`src/rtl/mem_arbiter_pkg.sv`:
```
// Shared types and defaults for the CHIP-8 RAM arbiter.
package mem_arbiter_pkg;

  localparam int unsigned DEF_ADDR_W = 12;
  localparam int unsigned DEF_DATA_W = 8;

  typedef enum logic [1:0] {
    ST_IDLE,
    ST_ISSUE,
    ST_WAIT,
    ST_ACK
  } state_e;

  typedef enum logic [1:0] {
    REQ_CPU = 2'd0,
    REQ_GPU = 2'd1,
    REQ_VGA = 2'd2
  } req_e;

endpackage

```
`src/rtl/mem_arbiter_if.sv`:
```
// Requester and RAM-side signal bundle; slave = arbiter view, master = requesters plus RAM.
interface mem_arbiter_if #(
  parameter int unsigned ADDR_W = mem_arbiter_pkg::DEF_ADDR_W,
  parameter int unsigned DATA_W = mem_arbiter_pkg::DEF_DATA_W
);

  logic              cpu_read;
  logic [ADDR_W-1:0] cpu_read_addr;
  logic [DATA_W-1:0] cpu_read_data;
  logic              cpu_read_ack;
  logic              cpu_write;
  logic [ADDR_W-1:0] cpu_write_addr;
  logic [DATA_W-1:0] cpu_write_data;
  logic              cpu_write_ready;

  logic              gpu_read;
  logic [ADDR_W-1:0] gpu_read_addr;
  logic [DATA_W-1:0] gpu_read_data;
  logic              gpu_read_ack;
  logic              gpu_write;
  logic [ADDR_W-1:0] gpu_write_addr;
  logic [DATA_W-1:0] gpu_write_data;
  logic              gpu_write_ready;

  logic              vga_read;
  logic [ADDR_W-1:0] vga_addr;
  logic [DATA_W-1:0] vga_data;
  logic              vga_ack;

  logic              ram_en;
  logic              ram_we;
  logic [ADDR_W-1:0] ram_addr;
  logic [DATA_W-1:0] ram_wdata;
  logic [DATA_W-1:0] ram_rdata;

  modport slave (
    input  cpu_read, cpu_read_addr, cpu_write, cpu_write_addr, cpu_write_data,
    output cpu_read_data, cpu_read_ack, cpu_write_ready,
    input  gpu_read, gpu_read_addr, gpu_write, gpu_write_addr, gpu_write_data,
    output gpu_read_data, gpu_read_ack, gpu_write_ready,
    input  vga_read, vga_addr,
    output vga_data, vga_ack,
    output ram_en, ram_we, ram_addr, ram_wdata,
    input  ram_rdata
  );

  modport master (
    output cpu_read, cpu_read_addr, cpu_write, cpu_write_addr, cpu_write_data,
    input  cpu_read_data, cpu_read_ack, cpu_write_ready,
    output gpu_read, gpu_read_addr, gpu_write, gpu_write_addr, gpu_write_data,
    input  gpu_read_data, gpu_read_ack, gpu_write_ready,
    output vga_read, vga_addr,
    input  vga_data, vga_ack,
    input  ram_en, ram_we, ram_addr, ram_wdata,
    output ram_rdata
  );

endinterface

```
`src/rtl/mem_arb_wbuf.sv`:
```
// One-entry write buffer: captures a write when empty, holds it until the arbiter drains it.
module mem_arb_wbuf #(
  parameter int unsigned ADDR_W = mem_arbiter_pkg::DEF_ADDR_W,
  parameter int unsigned DATA_W = mem_arbiter_pkg::DEF_DATA_W
) (
  input  logic              clk,
  input  logic              rst_n,
  input  logic              write,
  input  logic [ADDR_W-1:0] write_addr,
  input  logic [DATA_W-1:0] write_data,
  output logic              write_ready,
  input  logic              drain,
  output logic              valid,
  output logic [ADDR_W-1:0] addr,
  output logic [DATA_W-1:0] data
);

  logic              valid_q, valid_d;
  logic [ADDR_W-1:0] addr_q, addr_d;
  logic [DATA_W-1:0] data_q, data_d;

  always_comb begin
    valid_d = valid_q;
    addr_d  = addr_q;
    data_d  = data_q;
    if (drain) begin
      valid_d = 1'b0;
    end else if (write && !valid_q) begin
      valid_d = 1'b1;
      addr_d  = write_addr;
      data_d  = write_data;
    end
  end

  always_ff @(posedge clk or negedge rst_n) begin
    if (!rst_n) begin
      valid_q <= 1'b0;
      addr_q  <= '0;
      data_q  <= '0;
    end else begin
      valid_q <= valid_d;
      addr_q  <= addr_d;
      data_q  <= data_d;
    end
  end

  assign write_ready = !valid_q;
  assign valid       = valid_q;
  assign addr        = addr_q;
  assign data        = data_q;

endmodule

```
`src/rtl/mem_arbiter.sv`:
```
// Single-port RAM arbiter for CPU, GPU and VGA scanout.
// Define MEM_ARB_ROUND_ROBIN_EN for round-robin CPU/GPU arbitration (default: CPU over GPU).
module mem_arbiter
  import mem_arbiter_pkg::*;
#(
  parameter int unsigned ADDR_W      = DEF_ADDR_W,
  parameter int unsigned DATA_W      = DEF_DATA_W,
  parameter int unsigned RAM_LATENCY = 1
) (
  input logic          clk,
  input logic          rst_n,
  mem_arbiter_if.slave bus
);

  localparam logic [1:0] WAIT_LAST = 2'(RAM_LATENCY - 1);

  state_e            state_q, state_d;
  req_e              grant_q, grant_d;
  logic              is_write_q, is_write_d;
  logic [ADDR_W-1:0] addr_q, addr_d;
  logic [DATA_W-1:0] wdata_q, wdata_d;
  logic [1:0]        wait_cnt_q, wait_cnt_d;
  logic [DATA_W-1:0] cpu_rdata_q, cpu_rdata_d;
  logic [DATA_W-1:0] gpu_rdata_q, gpu_rdata_d;
  logic [DATA_W-1:0] vga_rdata_q, vga_rdata_d;
`ifdef MEM_ARB_ROUND_ROBIN_EN
  logic              rr_q, rr_d;
`endif

  logic              cpu_wvalid, gpu_wvalid;
  logic [ADDR_W-1:0] cpu_waddr, gpu_waddr;
  logic [DATA_W-1:0] cpu_wdata, gpu_wdata;
  logic              cpu_drain, gpu_drain;
  logic              cpu_req, gpu_req;
  logic              pick_cpu, pick_gpu;

  mem_arb_wbuf #(.ADDR_W(ADDR_W), .DATA_W(DATA_W)) u_cpu_wbuf (
    .clk         (clk),
    .rst_n       (rst_n),
    .write       (bus.cpu_write),
    .write_addr  (bus.cpu_write_addr),
    .write_data  (bus.cpu_write_data),
    .write_ready (bus.cpu_write_ready),
    .drain       (cpu_drain),
    .valid       (cpu_wvalid),
    .addr        (cpu_waddr),
    .data        (cpu_wdata)
  );

  mem_arb_wbuf #(.ADDR_W(ADDR_W), .DATA_W(DATA_W)) u_gpu_wbuf (
    .clk         (clk),
    .rst_n       (rst_n),
    .write       (bus.gpu_write),
    .write_addr  (bus.gpu_write_addr),
    .write_data  (bus.gpu_write_data),
    .write_ready (bus.gpu_write_ready),
    .drain       (gpu_drain),
    .valid       (gpu_wvalid),
    .addr        (gpu_waddr),
    .data        (gpu_wdata)
  );

  // CPU/GPU selection; VGA precedence is applied in the IDLE state itself.
  always_comb begin
    cpu_req = cpu_wvalid || bus.cpu_read;
    gpu_req = gpu_wvalid || bus.gpu_read;
`ifdef MEM_ARB_ROUND_ROBIN_EN
    pick_cpu = cpu_req && (!rr_q || !gpu_req);
`else
    pick_cpu = cpu_req;
`endif
    pick_gpu = gpu_req && !pick_cpu;
  end

  always_ff @(posedge clk or negedge rst_n) begin
    if (!rst_n) begin
      state_q <= ST_IDLE;
    end else begin
      state_q <= state_d;
    end
  end

  always_ff @(posedge clk or negedge rst_n) begin
    if (!rst_n) begin
      grant_q     <= REQ_CPU;
      is_write_q  <= 1'b0;
      addr_q      <= '0;
      wdata_q     <= '0;
      wait_cnt_q  <= '0;
      cpu_rdata_q <= '0;
      gpu_rdata_q <= '0;
      vga_rdata_q <= '0;
`ifdef MEM_ARB_ROUND_ROBIN_EN
      rr_q        <= 1'b0;
`endif
    end else begin
      grant_q     <= grant_d;
      is_write_q  <= is_write_d;
      addr_q      <= addr_d;
      wdata_q     <= wdata_d;
      wait_cnt_q  <= wait_cnt_d;
      cpu_rdata_q <= cpu_rdata_d;
      gpu_rdata_q <= gpu_rdata_d;
      vga_rdata_q <= vga_rdata_d;
`ifdef MEM_ARB_ROUND_ROBIN_EN
      rr_q        <= rr_d;
`endif
    end
  end

  always_comb begin
    state_d     = state_q;
    grant_d     = grant_q;
    is_write_d  = is_write_q;
    addr_d      = addr_q;
    wdata_d     = wdata_q;
    wait_cnt_d  = wait_cnt_q;
    cpu_rdata_d = cpu_rdata_q;
    gpu_rdata_d = gpu_rdata_q;
    vga_rdata_d = vga_rdata_q;
`ifdef MEM_ARB_ROUND_ROBIN_EN
    rr_d        = rr_q;
`endif
    unique case (state_q)
      ST_IDLE: begin
        wait_cnt_d = '0;
        if (bus.vga_read) begin
          grant_d    = REQ_VGA;
          is_write_d = 1'b0;
          addr_d     = bus.vga_addr;
          state_d    = ST_ISSUE;
        end else if (pick_cpu) begin
          grant_d    = REQ_CPU;
          is_write_d = cpu_wvalid;
          addr_d     = cpu_wvalid ? cpu_waddr : bus.cpu_read_addr;
          if (cpu_wvalid) wdata_d = cpu_wdata;
          state_d    = ST_ISSUE;
`ifdef MEM_ARB_ROUND_ROBIN_EN
          rr_d       = 1'b1;
`endif
        end else if (pick_gpu) begin
          grant_d    = REQ_GPU;
          is_write_d = gpu_wvalid;
          addr_d     = gpu_wvalid ? gpu_waddr : bus.gpu_read_addr;
          if (gpu_wvalid) wdata_d = gpu_wdata;
          state_d    = ST_ISSUE;
`ifdef MEM_ARB_ROUND_ROBIN_EN
          rr_d       = 1'b0;
`endif
        end
      end
      ST_ISSUE: state_d = is_write_q ? ST_IDLE : ST_WAIT;
      ST_WAIT: begin
        if (wait_cnt_q == WAIT_LAST) begin
          state_d = ST_ACK;
          case (grant_q)
            REQ_CPU: cpu_rdata_d = bus.ram_rdata;
            REQ_GPU: gpu_rdata_d = bus.ram_rdata;
            default: vga_rdata_d = bus.ram_rdata;
          endcase
        end else begin
          wait_cnt_d = wait_cnt_q + 2'd1;
        end
      end
      ST_ACK:  state_d = ST_IDLE;
      default: state_d = ST_IDLE;
    endcase
  end

  always_comb begin
    bus.ram_en        = (state_q == ST_ISSUE);
    bus.ram_we        = (state_q == ST_ISSUE) && is_write_q;
    bus.ram_addr      = addr_q;
    bus.ram_wdata     = wdata_q;
    cpu_drain         = (state_q == ST_ISSUE) && is_write_q && (grant_q == REQ_CPU);
    gpu_drain         = (state_q == ST_ISSUE) && is_write_q && (grant_q == REQ_GPU);
    bus.cpu_read_ack  = (state_q == ST_ACK) && (grant_q == REQ_CPU);
    bus.gpu_read_ack  = (state_q == ST_ACK) && (grant_q == REQ_GPU);
    bus.vga_ack       = (state_q == ST_ACK) && (grant_q == REQ_VGA);
    bus.cpu_read_data = cpu_rdata_q;
    bus.gpu_read_data = gpu_rdata_q;
    bus.vga_data      = vga_rdata_q;
  end

endmodule

```
`src/flat_wrapper.sv`:
```
// flat-port wrapper written by rule: the top's interface ports become plain ports
module mem_arbiter_flat import mem_arbiter_pkg::*;
#(
  parameter int unsigned ADDR_W      = DEF_ADDR_W,
  parameter int unsigned DATA_W      = DEF_DATA_W,
  parameter int unsigned RAM_LATENCY = 1
)
  (clk, rst_n, bus_cpu_read, bus_cpu_read_addr, bus_cpu_write, bus_cpu_write_addr, bus_cpu_write_data, bus_cpu_read_data, bus_cpu_read_ack, bus_cpu_write_ready, bus_gpu_read, bus_gpu_read_addr, bus_gpu_write, bus_gpu_write_addr, bus_gpu_write_data, bus_gpu_read_data, bus_gpu_read_ack, bus_gpu_write_ready, bus_vga_read, bus_vga_addr, bus_vga_data, bus_vga_ack, bus_ram_en, bus_ram_we, bus_ram_addr, bus_ram_wdata, bus_ram_rdata);
  mem_arbiter_if #(.ADDR_W(ADDR_W), .DATA_W(DATA_W)) bus_i ();
  input logic clk;
  input logic rst_n;
  input wire logic [$bits(bus_i.cpu_read)-1:0] bus_cpu_read;
  input wire logic [$bits(bus_i.cpu_read_addr)-1:0] bus_cpu_read_addr;
  input wire logic [$bits(bus_i.cpu_write)-1:0] bus_cpu_write;
  input wire logic [$bits(bus_i.cpu_write_addr)-1:0] bus_cpu_write_addr;
  input wire logic [$bits(bus_i.cpu_write_data)-1:0] bus_cpu_write_data;
  output wire logic [$bits(bus_i.cpu_read_data)-1:0] bus_cpu_read_data;
  output wire logic [$bits(bus_i.cpu_read_ack)-1:0] bus_cpu_read_ack;
  output wire logic [$bits(bus_i.cpu_write_ready)-1:0] bus_cpu_write_ready;
  input wire logic [$bits(bus_i.gpu_read)-1:0] bus_gpu_read;
  input wire logic [$bits(bus_i.gpu_read_addr)-1:0] bus_gpu_read_addr;
  input wire logic [$bits(bus_i.gpu_write)-1:0] bus_gpu_write;
  input wire logic [$bits(bus_i.gpu_write_addr)-1:0] bus_gpu_write_addr;
  input wire logic [$bits(bus_i.gpu_write_data)-1:0] bus_gpu_write_data;
  output wire logic [$bits(bus_i.gpu_read_data)-1:0] bus_gpu_read_data;
  output wire logic [$bits(bus_i.gpu_read_ack)-1:0] bus_gpu_read_ack;
  output wire logic [$bits(bus_i.gpu_write_ready)-1:0] bus_gpu_write_ready;
  input wire logic [$bits(bus_i.vga_read)-1:0] bus_vga_read;
  input wire logic [$bits(bus_i.vga_addr)-1:0] bus_vga_addr;
  output wire logic [$bits(bus_i.vga_data)-1:0] bus_vga_data;
  output wire logic [$bits(bus_i.vga_ack)-1:0] bus_vga_ack;
  output wire logic [$bits(bus_i.ram_en)-1:0] bus_ram_en;
  output wire logic [$bits(bus_i.ram_we)-1:0] bus_ram_we;
  output wire logic [$bits(bus_i.ram_addr)-1:0] bus_ram_addr;
  output wire logic [$bits(bus_i.ram_wdata)-1:0] bus_ram_wdata;
  input wire logic [$bits(bus_i.ram_rdata)-1:0] bus_ram_rdata;
  assign bus_i.cpu_read = bus_cpu_read;
  assign bus_i.cpu_read_addr = bus_cpu_read_addr;
  assign bus_i.cpu_write = bus_cpu_write;
  assign bus_i.cpu_write_addr = bus_cpu_write_addr;
  assign bus_i.cpu_write_data = bus_cpu_write_data;
  assign bus_cpu_read_data = bus_i.cpu_read_data;
  assign bus_cpu_read_ack = bus_i.cpu_read_ack;
  assign bus_cpu_write_ready = bus_i.cpu_write_ready;
  assign bus_i.gpu_read = bus_gpu_read;
  assign bus_i.gpu_read_addr = bus_gpu_read_addr;
  assign bus_i.gpu_write = bus_gpu_write;
  assign bus_i.gpu_write_addr = bus_gpu_write_addr;
  assign bus_i.gpu_write_data = bus_gpu_write_data;
  assign bus_gpu_read_data = bus_i.gpu_read_data;
  assign bus_gpu_read_ack = bus_i.gpu_read_ack;
  assign bus_gpu_write_ready = bus_i.gpu_write_ready;
  assign bus_i.vga_read = bus_vga_read;
  assign bus_i.vga_addr = bus_vga_addr;
  assign bus_vga_data = bus_i.vga_data;
  assign bus_vga_ack = bus_i.vga_ack;
  assign bus_ram_en = bus_i.ram_en;
  assign bus_ram_we = bus_i.ram_we;
  assign bus_ram_addr = bus_i.ram_addr;
  assign bus_ram_wdata = bus_i.ram_wdata;
  assign bus_i.ram_rdata = bus_ram_rdata;
  mem_arbiter #(.ADDR_W(ADDR_W), .DATA_W(DATA_W), .RAM_LATENCY(RAM_LATENCY)) u_core (.clk(clk), .rst_n(rst_n), .bus(bus_i));
endmodule
```
`config.mk`:
```
export PLATFORM = sky130hd
export DESIGN_NAME = mem_arbiter_flat
export DESIGN_NICKNAME = d
export VERILOG_FILES = /design/src/rtl/mem_arbiter_pkg.sv /design/src/rtl/mem_arbiter_if.sv /design/src/rtl/mem_arb_wbuf.sv /design/src/rtl/mem_arbiter.sv /design/src/flat_wrapper.sv
export SDC_FILE = /design/constraint.sdc
export NUM_CORES = 1
export LEC_CHECK = 0
export ABC_AREA = 1
export BUFFER_PORTS_ARGS = -buffer_cell sky130_fd_sc_hd__buf_2
export CAP_MARGIN = 25
export CORE_MARGIN = 2
export CORE_UTILIZATION = 55
export DETAILED_ROUTE_END_ITERATION = 16
export HOLD_SLACK_MARGIN = 0.1
export PLACE_DENSITY = 0.85
export SKIP_LAST_GASP = 1
export SLEW_MARGIN = 25
export SYNTH_ARGS = -nofsm -noshare
export SYNTH_HDL_FRONTEND = slang
export SYNTH_SLANG_ARGS = --single-unit
```
`constraint.sdc`:
```
create_clock -name clk -period 3.05 [get_ports clk]
set_input_delay 0.915 -clock clk [delete_from_list [all_inputs] [get_ports clk]]
set_output_delay 0.915 -clock clk [all_outputs]
set_load 0.005 [all_outputs]
```
; Word level (Yosys, flattened, before mapping)
; Cells that the tools add are included.
[word_totals]
regBits = 93
in_bits = 91
output_inout_bits = 51
wordCells = 88
[op_classes]
add_sub_neg = 1
n_eq_ne = 9
muxes = 26
n_bitwise = 4
n_reduce_logical = 33
[ops]
columns = cell, count
row1 = $mux W12, 5
row2 = $mux W8, 4
row3 = $mux W2, 8
row4 = $reduce_and A2 Y1, 5
row5 = $reduce_bool A2 Y1, 5
row6 = $logic_and A1 B1 Y1, 9
row7 = $reduce_and A3 Y1, 3
row8 = $pmux W2 S4, 1
row9 = $mux W1, 7
row10 = $eq A2 B2 Y1 const B, 3
row11 = $logic_not A2 Y1, 3
row12 = $reduce_and A5 Y1, 1
row13 = $eq A2 B1 Y1 const B, 2
row14 = $ne A2 B2 Y1 const B, 2
row15 = $ne A4 B2 Y1 const B, 1
row16 = $not A1 Y1, 4
row17 = $pmux W2 S2, 1
row18 = $logic_not A1 Y1, 3
row19 = $reduce_bool A3 Y1, 1
row20 = $add A2 B1 Y2 const B, 1
row21 = $logic_or A1 B1 Y1, 2
row22 = $ne A2 B1 Y1 const B, 1
row23 = $reduce_or A2 Y1, 1

; Depth between registers and ports, before layout
; Gate-level depths: netlist of run 1.
[depth]
word_depth = 7
mapped_depth = 9
ltp_nobuf = 8

; Cells and area by module
; Synthesis of run 1 repeated with hierarchy kept, for this count alone.
[hier_totals]
hier_cells = 566
area_unflattened_um2 = 4394.2
[by_module_without_submodules]
columns = mod, n_inst, cells_each, area_per_inst_um2, seq_area_each_um2
row1 = mem_arbiter, 1, 382, 2690.1, 1276.2
row2 = mem_arb_wbuf, 2, 92, 852.1, 525.5

; Least setup slack after synthesis of run 1
; No wires, ideal clock.
[synth_path]
path_kind = reg-to-output
start = register u_core.grant_q[1]
end = output port bus_gpu_read_ack
arrival_ns = 0.853
required_time_ns = 2.135
setup_slack_ns = 1.282
path_stages_with_launch = 4
n_path_buf = 0
cell_sequence = dfrtp_1 -> inv_1 -> nand2_2 -> nor2_1
[synth_via]
elab_chain_len = 2
[synth_rtl]
columns = element, line_no
row1 = "start, declared", mem_arbiter.sv:18  ; req_e grant_q, grant_d;
row2 = "start signal, assigned", mem_arbiter.sv:97  ; grant_q <= grant_d;
row3 = $eq A2 B1 Y1, mem_arbiter.sv:178  ; bus.gpu_read_ack = (state_q == ST_ACK) && (grant_q == REQ_GPU);
row4 = $logic_and A1 B1 Y1, mem_arbiter.sv:178
row5 = "end, declared", flat_wrapper.sv:26  ; output wire logic [$bits(bus_i.gpu_read_ack)-1:0] bus_gpu_read_ack;
; No other way between the ends.

; Final worst setup path of run 1
[layout_path]
start = register u_core.u_gpu_wbuf.valid_q, in the netlist u_core.u_gpu_wbuf.valid
end = output port bus_gpu_write_ready
[layout_via]
elab_chain_len = 1
[layout_rtl]
columns = element, line_no
row1 = "start, declared", mem_arb_wbuf.sv:18  ; logic valid_q, valid_d;
row2 = "start signal, assigned", mem_arb_wbuf.sv:41  ; valid_q <= valid_d;
row3 = $logic_not A1 Y1, mem_arb_wbuf.sv:47  ; assign write_ready = !valid_q;
row4 = "end, declared", flat_wrapper.sv:27  ; output wire logic [$bits(bus_i.gpu_write_ready)-1:0] bus_gpu_write_ready;
; No other way between the ends.

==> results of run 1 <==
-- cell type report --
cell class | instances | area [um^2] | share of cell area
clock buffers | 9 | 124 | 0.0232
clock inverters | 7 | 72.6 | 0.0136
inverters | 22 | 82.6 | 0.0155
multi-input cells | 418 | 1840 | 0.345
flip-flops and latches | 93 | 2330 | 0.436
well taps | 102 | 128 | 0.0239
repair buffers | 146 | 758 | 0.142
-- worst min path at each step --
stage | from | endpoint | slack [ns]
after floorplan | u_core.u_cpu_wbuf.addr[10] | u_core.u_cpu_wbuf.addr[10] | 0.44
after global placement | u_core.u_gpu_wbuf.data[0] | u_core.u_gpu_wbuf.data[0] | 0.45
after detailed placement | u_core.bus.ram_wdata[5] | u_core.bus.ram_wdata[5] | 0.45
after CTS | u_core.bus.ram_wdata[5] | u_core.bus.ram_wdata[5] | 0.48
after global routing | u_core.u_cpu_wbuf.data[1] | u_core.u_cpu_wbuf.data[1] | 0.50
final | u_core.bus.ram_wdata[5] | u_core.bus.ram_wdata[5] | 0.48
-- worst max-delay path, delay by kind of cell (launching register included) --
kind | cells | cell delay, ns
DFF | 1 | 0.68
buffers and inverters | 2 | 0.57
-- power groups by stage --
stage	Sequential [mW]	Combinational, mW	Clock (mW)
detailed placement	2.11	1.88	0
finish	2.10	1.89	0.803
floorplan	2.07	1.27	0
CTS	2.09	1.90	0.813
global route	2.16	2.14	0.857
global placement	2.10	1.82	0
-- layer usage --
metal  wire length, um  global-route usage  share of wire
met1              4850               0.355           0.43
met2              5600               0.440           0.50
met3               641              0.0321          0.057
met4               188              0.0930          0.017
met5                 0                   0              0
-- cells in the final DEF, fill, tap and decap left out --
cell type     n
nand2_1     259
buf_2       140
dfrtp_1      93
nand3_1      75
nor2_1       37
inv_1        17
o21ai_0      10
o21a_1        9
clkbuf_8      9
a21oi_1       7
inv_2         5
buf_4         5
nand2_2       3
nor2_4        2
nor3_1        2
nor2_8        2
nor2_2        2
a21oi_2       2
inv_6         2
inv_8         2
nand4_2       1
a21oi_4       1
nand2_4       1
o21bai_1      1
nand3_2       1
o21ai_1       1
a22oi_1       1
ha_1          1
clkinv_8      1
clkinv_4      1
clkinvlp_4    1
buf_12        1
-- state kept, by name, summed over array words and instances, names as in the netlist, named ones only --
| signal | cells |
|---|---|
| u_core.bus.cpu_read_data | 8 |
| u_core.bus.gpu_read_data | 8 |
| u_core.bus.ram_addr | 12 |
| u_core.bus.ram_wdata | 8 |
| u_core.bus.vga_data | 8 |
| u_core.grant_q | 2 |
| u_core.is_write_q | 1 |
| u_core.state_q | 1 |
| u_core.u_cpu_wbuf.addr | 12 |
| u_core.u_cpu_wbuf.data | 8 |
| u_core.u_cpu_wbuf.valid | 1 |
| u_core.u_gpu_wbuf.addr | 12 |
| u_core.u_gpu_wbuf.data | 8 |
| u_core.u_gpu_wbuf.valid | 1 |
| u_core.wait_cnt_q | 2 |
-- cell families (layout without fill, tap and decap cells) --
family          after synthesis  count (layout)  share of synthesized area
simple gates                385             385                      0.366
flops                        93              93                      0.524
buf+inv                      52             184                     0.0611
compound gates               32              32                     0.0465
fa+ha+maj                     1               1                    0.00282
-- metrics by stage --
step | area (um^2) | utilization | hold slack [ns] | std cells | power (mW)
after global placement | 5140 | 0.662 | 0.454 | 781 | 3.92
after CTS | 5340 | 0.687 | 0.477 | 797 | 4.80
final | 5340 | 0.687 | 0.477 | 797 | 4.79
after floorplan | 4440 | - | 0.442 | 563 | 3.33
after detailed placement | 5140 | 0.662 | 0.453 | 781 | 4.00
after global routing | 5340 | 0.687 | 0.499 | 797 | 5.16
==> impl_metrics.csv, run 1 <==
group,metric,value,unit
setup_path,path_cells,"inv_1 -> buf_2",
logic_synthesis,yosys-top-cells-area,"dfrtp_1 52%, nand2_1 22%, nand3_1 8.5%",
clocking,cts_resized,0,
layout,fillCellCount,665,
logic_synthesis,synth_fp_nets,655,
setup_path,path_class,"flop to output port",
clocking,cts_setup_buffers,0,
layout,final_nets,782,
floorplan,die_area,8810,um^2
clocking,cts_buffers,9,
detailed_routing,drtIter0Drc,271,
timing,relSlewSlack,0.436,
logic_synthesis,syn_avg_cell_area,7.89,um^2
logic_synthesis,synth_common_cells,"259 x nand2_1, 93 x dfrtp_1, 75 x nand3_1, 37 x nor2_1, 17 x inv_1",
setup_path,critPathArrivalTime,1.62,ns
floorplan,core_area,7770,um^2
logic_synthesis,synthArstFlopShare,1.00,
timing,rsz0062_at_grt,"false",
floorplan,die_h,93.9,um
timing,finalMaxSlewViolations,0,
hold_path,hp-class,"flop to flop",
setup_path,crit_path_end_kind,"output port",
place,dp_slack,0.793,ns
global_route,overflow,0,
detailed_routing,drt-pass1-iter-count,5,
global_route,grt_pass1_vias,3899,
floorplan,io_pins,142,
setup_path,worstReg2RegStart,"u_core.grant_q[1]",
timing,setup_viol,0,
timing,finalCritPeriodShare,0.830,
setup_path,slowest_delay,0.68,ns
timing,tightest_slew,0.843,ns
clocking,hold_buffers,0,
clocking,clkSinkCount,93,
timing,tns,0,ns
pwr,ir_drop,0.000544,V
setup_path,required,2.13,ns
place,dp.final_hpwl,8300,um
setup_path,cp-start-kind,"flop",
logic_synthesis,yosysTopAreaCell,"dfrtp_1",
timing,min_period,2.53,ns
pwr,power.density,898,nW/um^2
floorplan,fp-row-count,32,
setup_path,reg2reg_to,"u_core.u_gpu_wbuf.data[4]",
setup_path,endpoint,"bus_gpu_write_ready",
place,numPortBuffers,141,
pwr,power.leakage,2.97,nW
setup_path,crit_path_start,"u_core.u_gpu_wbuf.valid",
timing,max_freq,395,MHz
clocking,htreeDepth,3,
logic_synthesis,synthCells,563,
logic_synthesis,synth_top_area_frac,0.524,
pwr,p_comb_frac,0.394,
detailed_routing,wl_per_cell,14.2,um
global_route,antenna_found_initial,0,
logic_synthesis,ys_ff_latch,93,
clocking,root_buffer,"clkbuf_8",
setup_path,cpMaxStageDelayCell,"dfrtp_1",
pwr,netSwitchingFraction,0.413,
detailed_routing,detail-route-antenna-nets,0,
layout,antenna_cells,0,
setup_path,crit_fanout,17,
logic_synthesis,synth_warnings,0,
detailed_routing,vias,4096,
detailed_routing,viasPerCell,5.14,
setup_path,r2r_slack,0.88,ns
clocking,clock_latency,0.37,ns
timing,layout_setup_ws,0.519,ns
timing,final_hold_viol_count,0,
detailed_routing,routed_wl,11300,um
flow_run,drv_cap,0,
floorplan,start_util,0.572,
pwr,p_seq_frac,0.439,
detailed_routing,drc,0,
logic_synthesis,syn_area,4440,um^2
pwr,intPower,2.81,mW
logic_synthesis,synth_cell_types,29,
floorplan,die_w,93.9,um
setup_path,rr_worst_depth,5,
timing,clock_skew,0.0150,ns
pwr,power.clock.fraction,0.168,
layout,areaGrowthSynthToFinish,20.1,%
clocking,clockBufferDepth,2,
global_route,grt_use_total,0.263,
logic_synthesis,synth_edf_count,0,
logic_synthesis,ys.flop_type,"dfrtp_1",
place,place_congestion,0.872,
global_route,grt_max_degree,94,
layout,drive_gt1_frac,0.262,
logic_synthesis,seq_area_frac_synth,0.524,
pwr,p_sw,1.98,mW
hold_path,hold_depth,2,
clocking,tritoncts,"yes",
clocking,clkSlewWorstSetupHoldPaths,0.10,ns
logic_synthesis,yosysMostFrequentCell,"nand2_1",
outcome,outcome,"finished, final reports clean",
global_route,grt_pass1_wl,18000,um
Note: power is estimated with default switching activity, not from simulation.
==> run 2, diff against run 1 <==
- CORE_UTILIZATION: 55 -> 51
- PLACE_DENSITY: 0.85 -> 0.8
- clock period: 3.05 -> 2.64 ns (I/O delays scaled with it)
==> run 2 against run 1 <==
  * Cell count increased by 1.8%
  * Worst hold slack got worse by 0.14 ns
  * Wire length increased by 1.5%
  * Highest routed layer unchanged
  * Design area increased by 1.2%
  * Setup slack got worse by 0.12 ns
  * Critical path type unchanged
  * Clock power increased by 16%
  * Clock skew increased by 0.0019 ns
==> impl_metrics.csv, run 2 (synthesis results as in run 1) <==
group,metric,value,unit
setup_path,rr_worst_depth,7,
clocking,clock_latency,0.37,ns
setup_path,cp-start-kind,"flop",
setup_path,required,1.85,ns
detailed_routing,detail-route-antenna-nets,0,
hold_path,hp-class,"primary input to async pin",
layout,drive_gt1_frac,0.270,
pwr,p_sw,2.28,mW
floorplan,core_area,8590,um^2
clocking,hold_buffers,0,
place,dp.final_hpwl,8590,um
timing,layout_setup_ws,0.400,ns
place,place_congestion,0.891,
layout,antenna_cells,0,
pwr,power.leakage,3.02,nW
clocking,cts_setup_buffers,0,
pwr,intPower,3.28,mW
place,dp_slack,0.602,ns
global_route,grt_pass1_vias,3999,
layout,final_common_cell,"nand2_1",
clocking,tritoncts,"yes",
setup_path,crit_fanout,16,
outcome,outcome,"finished, final reports clean",
pwr,power.clock.fraction,0.168,
setup_path,crit_path_start,"u_core.u_cpu_wbuf.valid",
floorplan,io_pins,142,
clocking,htreeDepth,3,
detailed_routing,drtIter0Drc,283,
global_route,grt_use_total,0.249,
clocking,root_buffer,"clkbuf_8",
detailed_routing,viasPerCell,5.10,
global_route,grt_max_degree,46,
layout,fillCellCount,781,
setup_path,critPathArrivalTime,1.45,ns
timing,relSlewSlack,0.560,
detailed_routing,drt-pass1-iter-count,4,
pwr,p_comb_frac,0.395,
clocking,cts_resized,0,
timing,rsz0062_at_grt,"false",
pwr,power.density,1030,nW/um^2
layout,seqCellArea,2330,um^2
clocking,clkSlewWorstSetupHoldPaths,0.11,ns
floorplan,start_util,0.517,
pwr,p_seq_frac,0.437,
pwr,netSwitchingFraction,0.409,
floorplan,fp-row-count,34,
setup_path,worstReg2RegStart,"u_core.u_cpu_wbuf.valid",
floorplan,die_area,9470,um^2
timing,final_hold_viol_count,0,
clocking,cts_buffers,9,
timing,clock_skew,0.0169,ns
detailed_routing,wl_per_cell,14.1,um
pwr,ir_drop,0.000509,V
floorplan,die_h,97.3,um
layout,areaGrowthSynthToFinish,21.6,%
place,numPortBuffers,141,
clocking,clockBufferDepth,2,
flow_run,drv_cap,0,
detailed_routing,drc,0,
layout,mostFrequentLayoutCells,"259 x nand2_1, 140 x buf_2, 93 x dfrtp_1, 75 x nand3_1, 37 x nor2_1",
layout,multi_input_area,1840,um^2
timing,setup_viol,0,
timing,tns,0,ns
setup_path,crit_path_end_kind,"output port",
setup_path,path_class,"flop to output port",
timing,finalCritPeriodShare,0.848,
global_route,grt_pass1_wl,18900,um
clocking,clkSinkCount,93,
timing,finalMaxSlewViolations,0,
layout,final_nets,790,
detailed_routing,vias,4135,
timing,max_freq,446,MHz
global_route,overflow,0,
global_route,antenna_found_initial,0,
timing,tightest_slew,0.659,ns
floorplan,die_w,97.3,um
timing,min_period,2.24,ns
detailed_routing,routed_wl,11400,um
run 2: changes by cell type in the layout (fill, tap and decap cells not counted):
cell,delta
inv_6,+2
clkinvlp_4,-1
inv_8,-1
buf_4,+8
run 2: power groups by stage:
stage	registers [mW]	logic [mW]	clock network, mW
after floorplan	2.39	1.46	0
after global placement	2.43	2.14	0
after detailed placement	2.45	2.21	0
after CTS	2.42	2.22	0.953
after global routing	2.50	2.52	1.01
final	2.43	2.20	0.935
run 2: final timing paths:
kind                       slack [ns]                     endpoint
min in group clk                 0.48      u_core.bus.ram_wdata[2]
min reg2reg                      0.48      u_core.bus.ram_wdata[2]
max                              0.40          bus_cpu_write_ready
max in group asynchronous        1.70    u_core.u_cpu_wbuf.data[0]
min                              0.34  u_core.bus.gpu_read_data[2]
max reg2reg                      0.60      u_core.bus.ram_addr[10]
run 2: routing by layer:
| metal | up-vias | GRT usage | wire, um |
|---|---|---|---|
| met1 | 1941 | 0.345 | 4950 |
| met3 | 22 | 0.0396 | 638 |
| met5 | - | 0 | 0 |
| met4 | 0 | 0.0897 | 227 |
| met2 | 131 | 0.402 | 5630 |
| li1 | 2041 | - | - |
run 2: final cells by class:
cell class	count	area share
Inverter	22	0.0153
Clock buffer	9	0.0229
Clock inverter	7	0.0132
Sequential cell	93	0.431
Tap cell	108	0.0250
Timing Repair Buffer	154	0.151
Multi-Input combinational cell	418	0.341
run 2: through the flow:
| step | total power, mW | hold slack (ns) | utilization | cell area [um^2] | cells |
|---|---|---|---|---|---|
| floorplan | 3.85 | 0.442 | - | 4440 | 563 |
| global placement | 4.57 | 0.453 | 0.606 | 5210 | 795 |
| detailed placement | 4.66 | 0.457 | 0.606 | 5210 | 795 |
| CTS | 5.59 | 0.350 | 0.629 | 5400 | 811 |
| global route | 6.03 | 0.367 | 0.629 | 5400 | 811 |
| finish | 5.56 | 0.340 | 0.629 | 5400 | 811 |
run 2: worst max-delay path, stage by stage (launching register included):
cell	delay (ns)
dfrtp_1	0.65
inv_2	0.25
buf_2	0.19
